<file path="config.mk">
export PLATFORM = sky130hd
export DESIGN_NAME = times_table_gen
export DESIGN_NICKNAME = d
export VERILOG_FILES = /design/src/rtl/times_table_gen.sv
export SDC_FILE = /design/constraint.sdc
export NUM_CORES = 1
export LEC_CHECK = 0
export ABC_AREA = 0
export CAP_MARGIN = 10
export CORE_ASPECT_RATIO = 0.7
export CORE_MARGIN = 2
export CORE_UTILIZATION = 45
export CTS_CLUSTER_DIAMETER = 40
export DETAILED_ROUTE_END_ITERATION = 10
export PLACE_DENSITY = 0.71
export SLEW_MARGIN = 10
export SYNTH_ARGS = -nofsm -noshare
export SYNTH_HDL_FRONTEND = slang
export SYNTH_SLANG_ARGS = --single-unit
</file>
<file path="constraint.sdc">
create_clock -name clk -period 3.5 [get_ports clk]
set_input_delay 0.875 -clock clk [delete_from_list [all_inputs] [get_ports clk]]
set_output_delay 0.875 -clock clk [all_outputs]
set_load 0.02 [all_outputs]
</file>
<file path="src/rtl/times_table_gen.sv">
// Multiplication lookup table: after reset it builds every a*b product by
// repeated addition, one entry per clock, then serves lookups with 1-cycle latency.
//
// state | meaning
// FILL  | writing entry {ia,ib} = acc, one per clock, ascending address
// RUN   | table complete and frozen; reads accepted every cycle

module times_table_gen #(
    parameter int WIDTH = 3
) (
    input  logic                 clk,
    input  logic                 rst,
    input  logic                 read,
    input  logic [WIDTH-1:0]     a,
    input  logic [WIDTH-1:0]     b,
    output logic                 ready,
    output logic                 valid,
    output logic [2*WIDTH-1:0]   result
);

    localparam int RW    = 2 * WIDTH;
    localparam int DEPTH = 2 ** RW;

    typedef enum logic {
        FILL = 1'b0,
        RUN  = 1'b1
    } state_t;

    state_t           state;
    state_t           state_nxt;
    logic [WIDTH-1:0] ia;
    logic [WIDTH-1:0] ib;
    logic [RW-1:0]    acc;
    logic             fill_en;
    logic             row_end;
    logic [RW-1:0]    tbl_mem [DEPTH];

    always_ff @(posedge clk or posedge rst) begin
        if (rst) begin
            state <= FILL;
        end else begin
            state <= state_nxt;
        end
    end

    always_comb begin
        state_nxt = state;
        fill_en   = 1'b0;
        ready     = 1'b0;
        row_end   = &ib;
        case (state)
            FILL: begin
                fill_en = 1'b1;
                if ((&ia) && (&ib)) begin
                    state_nxt = RUN;
                end
            end
            RUN: begin
                ready = 1'b1;
            end
            default: begin
                state_nxt = FILL;
            end
        endcase
    end

    // acc tracks ia*ib: it restarts at 0 with each new row and grows by ia per column
    always_ff @(posedge clk or posedge rst) begin
        if (rst) begin
            ia  <= '0;
            ib  <= '0;
            acc <= '0;
        end else if (fill_en) begin
            ib <= ib + 1'b1;
            if (row_end) begin
                ia  <= ia + 1'b1;
                acc <= '0;
            end else begin
                acc <= acc + {{WIDTH{1'b0}}, ia};
            end
        end
    end

    // Storage has no reset: every entry is rewritten before ready rises
    always_ff @(posedge clk) begin
        if (fill_en) begin
            tbl_mem[{ia, ib}] <= acc;
        end
    end

    always_ff @(posedge clk or posedge rst) begin
        if (rst) begin
            valid  <= 1'b0;
            result <= '0;
        end else if (ready && read) begin
            valid  <= 1'b1;
            result <= tbl_mem[{a, b}];
        end else begin
            valid  <= 1'b0;
        end
    end

endmodule

</file>
## Yosys cells after proc, flatten, opt, wreduce, memory -nomap -nowiden

Memories as Yosys holds them, arrays and structs flattened. A register that Yosys moved wholly into a read port is not among the register bits.
Index checks and enable logic that the tools add are counted.

- Bits in registers: 14
- Memory bits (writable): 384
- Input bits: 9
- Output and inout bits: 8
- Logic and storage cells: 21
- Memories: 1

- $add $sub $neg: 3
- Multiplexer cells: 6
- Bitwise gates (word level): 1
- Reductions and logical operators: 5

Memory list:

| memory | depth | width | rd ports | clocked after Yosys merged registers in | write ports | RTL line | source |
|---|---|---|---|---|---|---|---|
| tbl_mem | 64 | 6 | 1 | 1 | 1 | 36 | `logic [RW-1:0] tbl_mem [DEPTH];` |

Operators by type and width:

| kind | count |
|---|---|
| 3-bit by 1-bit adder with 3-bit output, second input constant | 2 |
| 6-bit by 3-bit adder with 6-bit output | 1 |
| 6-bit two-way mux | 1 |
| 3-bit AND reduction | 2 |
| 1-bit two-way mux | 5 |
| 4-bit AND reduction | 1 |
| 1-bit logical AND | 2 |
| 1-bit NOT | 1 |

## Logic depth before layout (Yosys ltp)

Gate-level depths: netlist (run 1).

- Depth in word-level cells: 4
- Gate-level depth with buffers: 8
- Gate-level depth less buffers: 8

## Worst setup path before layout (run 1)

No wires, ideal clock.

- Path type: register to register
- From: register acc[0]
- To: register acc[4]
- Setup time: 172 ps
- Arrival: 2287 ps
- Required time: 3328 ps
- Setup slack: 1041 ps
- Stages on the path, launching flop included: 9
- Buffers on the path: 0
- Clock period less this slack: 2459 ps
- Path through: dfrtp_1 > ha_1 > inv_1 > fa_1 > nor2b_1 > o21a_1 > nor2_1 > o21ai_0 > o21ai_0

- Word-level cells in the longest chain between the ends: 2

RTL lines:

| element | RTL line | source |
|---|---|---|
| start: declaration | 33 | `logic [RW-1:0] acc;` |
| start signal: assignment | 79 | `acc <= acc + {{WIDTH{1'b0}}, ia};` |
| 6-bit by 3-bit adder with 6-bit output | 79 |  |
| 6-bit two-way mux | 75 | `if (row_end) begin` |

Every way passes these cells.
A chain may end at the register's enable or synchronous reset.

## Worst setup path in the final report (run 1)

- From: register state
- To: output port ready

- Word-level cells in the longest chain between the ends: 1

RTL lines:

| element | RTL line | source |
|---|---|---|
| start: declaration | 29 | `state_t state;` |
| start signal: assignment | 42 | `state <= state_nxt;` |
| 1-bit two-way mux | 51 | `case (state)` |
| end: declaration | 16 | `output logic ready,` |

Every way passes these cells.

==> flow_summary.ini, run 1 <==
[sta]
fmax_mhz = 332
fin_crit_ns = 3.01
setup_ws_ns = 0.486
setup_tns_ns = 0
drv_slew = 0
rsz0062_at_grt = no
slew-limit-headroom_pct = 38.5
period_share_pct = 86.1
setup_viol = 0
worst_slew_pin_slew_ns = 0.922
hold_viol = 0
skew_ns = 0.0187
hold_slack_ns = 0.519

[grt]
use_met2_pct = 26.9
grt.busiest_layer = met1
grt_max_degree = 66
overflow = 0
met3_usage_pct = 4.89
grt_use_total_pct = 19.5
grt_pass1_vias = 7996
grt_pass1_wl_um = 53000
met1_usage_pct = 30.9
antenna_found_initial = 0

[setup_path]
cp-end-kind = primary output
worstPathCellList = clkdlybuf4s50_1
crit_fanout = 20
worstPathBufferInverterCount = 1
critPathSlowestCell = dfrtp_1
critPathMaxStageDelay_ns = 0.85
crit_family = flip-flops
regToRegSetupSlack_ns = 0.80
crit_required_ns = 2.62
crit_type = reg2out
startpoint_type = flop
arrival_ns = 2.14

[logic_synthesis]
yosys_register_bits = 404
yosysMostFrequentCell = edfxtp_1
yosys-top-cells-count = edfxtp_1 (384), nor2_1 (75), mux4_2 (72), mux2i_1 (48), a22oi_1 (30)
yosys.area.top_type_share_pct = 72.3
synth_fp_nets = 844
yosys_warnings = 0
ys.flop_type = edfxtp_1
synth-seq-area-share_pct = 75.4
synth_edf_count = 384
synth_top_area_cell = edfxtp_1
synthArstFlopShare_pct = 4.95
syn_area_per_cell_um2 = 19.3
netlist_area_um2 = 15900
synthCells = 827
netlist_top_cells_area = edfxtp_1 (72%), mux4_2 (10%), dfrtp_1 (3.1%), mux2i_1 (3.0%), nor2_1 (1.8%)
synthDistinctLibCells = 41

[drt]
wl_um = 35400
drt_iter0_drc = 1071
dr.pass1.iters = 5
drc_errors = 0
wl_per_cell_um = 26.0
vias_per_cell = 6.02
detail-route-antenna-nets = 0
dr_total_vias = 8200

[finish]
nFillCells = 2790
stdcell_count = 1363
diodes = 0
final_nets = 881
drive_gt1_share_pct = 18.4
syn_to_final_growth_pct = 12.3
multi_input_area_um2 = 3640
register_area_um2 = 12000

[run_status]
outcome = finished, final reports clean

[pwr]
power_density_nw_per_um2 = 536
seqPwrFrac_pct = 54.2
leakage_nw = 5.84
swShare_pct = 20.0
pwr-share-clk_pct = 43.1
switchingPower_mw = 1.92
vdd_drop_max_uv = 289
intPower_mw = 7.68
combPwrFrac_pct = 2.7

[clock_tree]
cts_buffer_depth = 3
cts_tree = done
cts_buffers = 38
clock-sinks = 404
htreeDepth = 2
clk_pin_slew_ns = 0.06
post_cts_buffers = 0
clk_latency_ns = 0.54
postCtsHoldBufs = 0
cts_root_buf = clkbuf_16
cts_resized = 0

[placed_design]
pre_cts_slack_ns = 0.352
port_buffers = 16
place_congestion = 0.879
hpwlAfterDp_um = 22500
dp.cells = 1296

[floorplanning]
fp.dieW_um = 229
coreArea_um2 = 34800
rows = 57
dieArea_um2 = 37000
start_util_pct = 45.8
pin_count = 17
dieHeight_um = 162

[run]
drv_cap = 0

[hold_path]
hold_class = reg2reg
## power groups by stage
stage | clock network [mW] | logic (mW) | registers, mW
detailed placement | 0 | 0.256 | 5.31
CTS | 4.19 | 0.258 | 5.21
floorplan | 0 | 0.184 | 5.31
finish | 4.14 | 0.258 | 5.21
global route | 4.38 | 0.272 | 5.21
global placement | 0 | 0.256 | 5.31
## placed cells by master, fill, tap and decap left out, types with 14 or more instances in the layout
cell,n
nand3_1,19
a22oi_1,30
nor2_1,75
buf_4,16
clkbuf_16,41
edfxtp_1,384
clkdlybuf4s50_1,14
dfrtp_1,14
mux4_2,72
nor2b_1,14
mux2i_1,48
nand2_1,22
## metal layers
metal / wire [µm] / vias to the layer above
met4: 726 / 0
met2: 15100 / 428
met3: 3610 / 51
met1: 15900 / 4269
li1: - / 3452
met5: 0 / -
## kinds of logic after synthesis
logic type	synth area share [%]
flip-flops	75.4
AND/OR/NAND/NOR	4.87
multiplexers	13.5
AO/OA/AOI/OAI	3.59
buffers and inverters	1.73
adder cells (fa/ha/maj)	0.675
XOR/XNOR	0.165
## path summary, 6_finish.rpt
check                           startpoint             end  depth (start not counted)
max in group asynchronous              rst          acc[0]                          2
worst min register to register       ib[0]           ib[0]                          1
worst min-delay path                 ib[0]           ib[0]                          1
min in group asynchronous              rst           state                          2
worst max-delay path                 state           ready                          1
worst max register to register       state  tbl_mem[57][1]                          3
## registers in the layout, summed over array words and instances (netlist names)
signal,flops
tbl_mem,384
acc,6
result,6
ia,3
ib,3
state,1
valid,1
## area by class of cell
cell class	instances	area share, %
tap	472	3.30
clock buffer	45	5.81
clock inverter	22	1.13
inverter	6	0.126
multi-input combinational	378	20.3
sequential	404	67.2
timing repair buffer	36	2.08
## worst register-to-register path, cell delays in order (launching register included)
cell	delay (ns)
dfrtp_1	0.67
nor2b_1	0.46
nand2_1	0.48
nor2_1	0.71
## through the flow
step           total power [mW]  utilization (%)  instance area (µm²)
2_1_floorplan              5.50                -                15900
3_3_place_gp               5.57             47.9                16700
3_5_place_dp               5.57             47.9                16700
4_1_cts                    9.65             51.5                17900
5_1_grt                    9.86             51.5                17900
6_report                   9.60             51.5                17900
(Power assumes the default switching activity.)
==> run 2: changes to the inputs <==
CORE_UTILIZATION = 38   (was 45)
PLACE_DENSITY = 0.64   (was 0.71)
==> run 2 against run 1 <==
Against the previous run:
- worst hold slack lost 0.011 ns
- critical path depth up 1
- highest routed layer unchanged
- largest power group unchanged
- global-route usage decreased by 3.0 points
- sequential cell count is the same
- clock power is 4% higher
- power increased by 2.1%
- final cell count is 6.4% higher
- first-iteration DRC count is 23% lower
- combinational power increased by 4%
==> flow_summary.ini, run 2 (synthesis gave the netlist of run 1 again) <==
[pwr]
pwr-share-clk_pct = 44.1
switchingPower_mw = 2.04
combPwrFrac_pct = 2.7
vdd_drop_max_uv = 318
power_density_nw_per_um2 = 541
intPower_mw = 7.76
seqPwrFrac_pct = 53.2
swShare_pct = 20.8
leakage_nw = 5.91

[finish]
final_common_cell = edfxtp_1
drive_gt1_share_pct = 20.0
largest_register_ffs = 384
multi_input_area_um2 = 3640
diodes = 0
final_cell_mix = edfxtp_1 (384), nor2_1 (75), mux4_2 (72)
final_area_um2 = 18100
nFillCells = 3465
regMostFlops = tbl_mem
syn_to_final_growth_pct = 13.6
final_nets = 892
register_area_um2 = 12000
top_regs = tbl_mem x384, acc x6, result x6

[sta]
setup_tns_ns = 0
skew_ns = 0.0291
worst_slew_pin_slew_ns = 1.09
fin_crit_ns = 2.82
slew-limit-headroom_pct = 27.6
setup_viol = 0
fmax_mhz = 355
drv_slew = 0
hold_viol = 0
rsz0062_at_grt = no
period_share_pct = 80.6

[clock_tree]
clock-sinks = 404
cts_tree = done
cts_resized = 0
clk_latency_ns = 0.56
postCtsHoldBufs = 0
clk_pin_slew_ns = 0.06
cts_root_buf = clkbuf_16
cts_buffers = 40
post_cts_buffers = 0
cts_buffer_depth = 3
htreeDepth = 2

[drt]
dr.pass1.iters = 5
detail-route-antenna-nets = 0
dr_total_vias = 8095
wl_per_cell_um = 24.5
drc_errors = 0
drt_iter0_drc = 825
vias_per_cell = 5.58
wl_um = 35500

[run_status]
outcome = finished, final reports clean

[setup_path]
crit_type = reg2out
crit_fanout = 14
crit_required_ns = 2.62
cp-end-kind = primary output
startpoint_type = flop
arrival_ns = 1.95

[placed_design]
place_congestion = 0.837
placed_cell_area_um2 = 16800
port_buffers = 16
hpwlAfterDp_um = 23100

[floorplanning]
rows = 62
pin_count = 17
dieArea_um2 = 43700
fp.dieW_um = 249
dieHeight_um = 175
coreArea_um2 = 41200
start_util_pct = 38.7

[grt]
met3_usage_pct = 5.42
overflow = 0
met1_usage_pct = 25.8
use_met2_pct = 22.3
grt_pass1_vias = 7991
grt_use_total_pct = 16.6
antenna_found_initial = 0
grt_pass1_wl_um = 53400
grt_max_degree = 66
grt.busiest_layer = met1

[run]
drv_cap = 0

[hold_path]
hold_class = reg2reg
## run 2: power groups by stage
stage / sequential (mW) / clock, mW / combinational (mW)
after floorplan: 5.31 / 0 / 0.184
after global placement: 5.31 / 0 / 0.267
after detailed placement: 5.31 / 0 / 0.267
after CTS: 5.21 / 4.40 / 0.268
after global routing: 5.21 / 4.58 / 0.284
final: 5.21 / 4.32 / 0.268
## run 2: layer usage
metal	share of wire, %	wire (µm)
met3	10	3690
met4	1.8	629
met1	47	16700
met5	0	0
met2	41	14500
## run 2: final cells by class
class                           count  area share, %
Timing Repair Buffer               45           2.26
Inverter                            6          0.124
Clock inverter                     30           1.53
Tap cell                          544           3.76
Multi-Input combinational cell    378           20.1
Clock buffer                       43           5.82
Sequential cell                   404           66.4
## run 2: worst paths after layout
path / startpoint / to / slack, ns / depth (start not counted)
max: state / ready / 0.68 / 2
min: ib[0] / ib[0] / 0.51 / 1
max reg2reg: state / tbl_mem[54][0] / 1.08 / 3
min reg2reg: ib[0] / ib[0] / 0.51 / 1
max in group asynchronous: rst / acc[0] / 2.00 / 2
min in group asynchronous: rst / result[1] / 0.85 / 2
## run 2: critical path, cell delays in order (launching register included)
cell and delay (ns):
dfrtp_1 0.48, buf_4 0.29, clkdlybuf4s50_1 0.64
## run 2: through the flow
stage	setup WS (ns)	cells	hold slack [ns]	util [%]	power, mW
after detailed placement	0.343	1377	0.500	40.8	5.58
after global routing	0.606	1450	0.522	44.0	10.1
after global placement	0.371	1377	0.496	40.8	5.58
after CTS	0.660	1450	0.511	44.0	9.88
after floorplan	1.04	827	0.478	-	5.50
final	0.680	1450	0.508	44.0	9.80
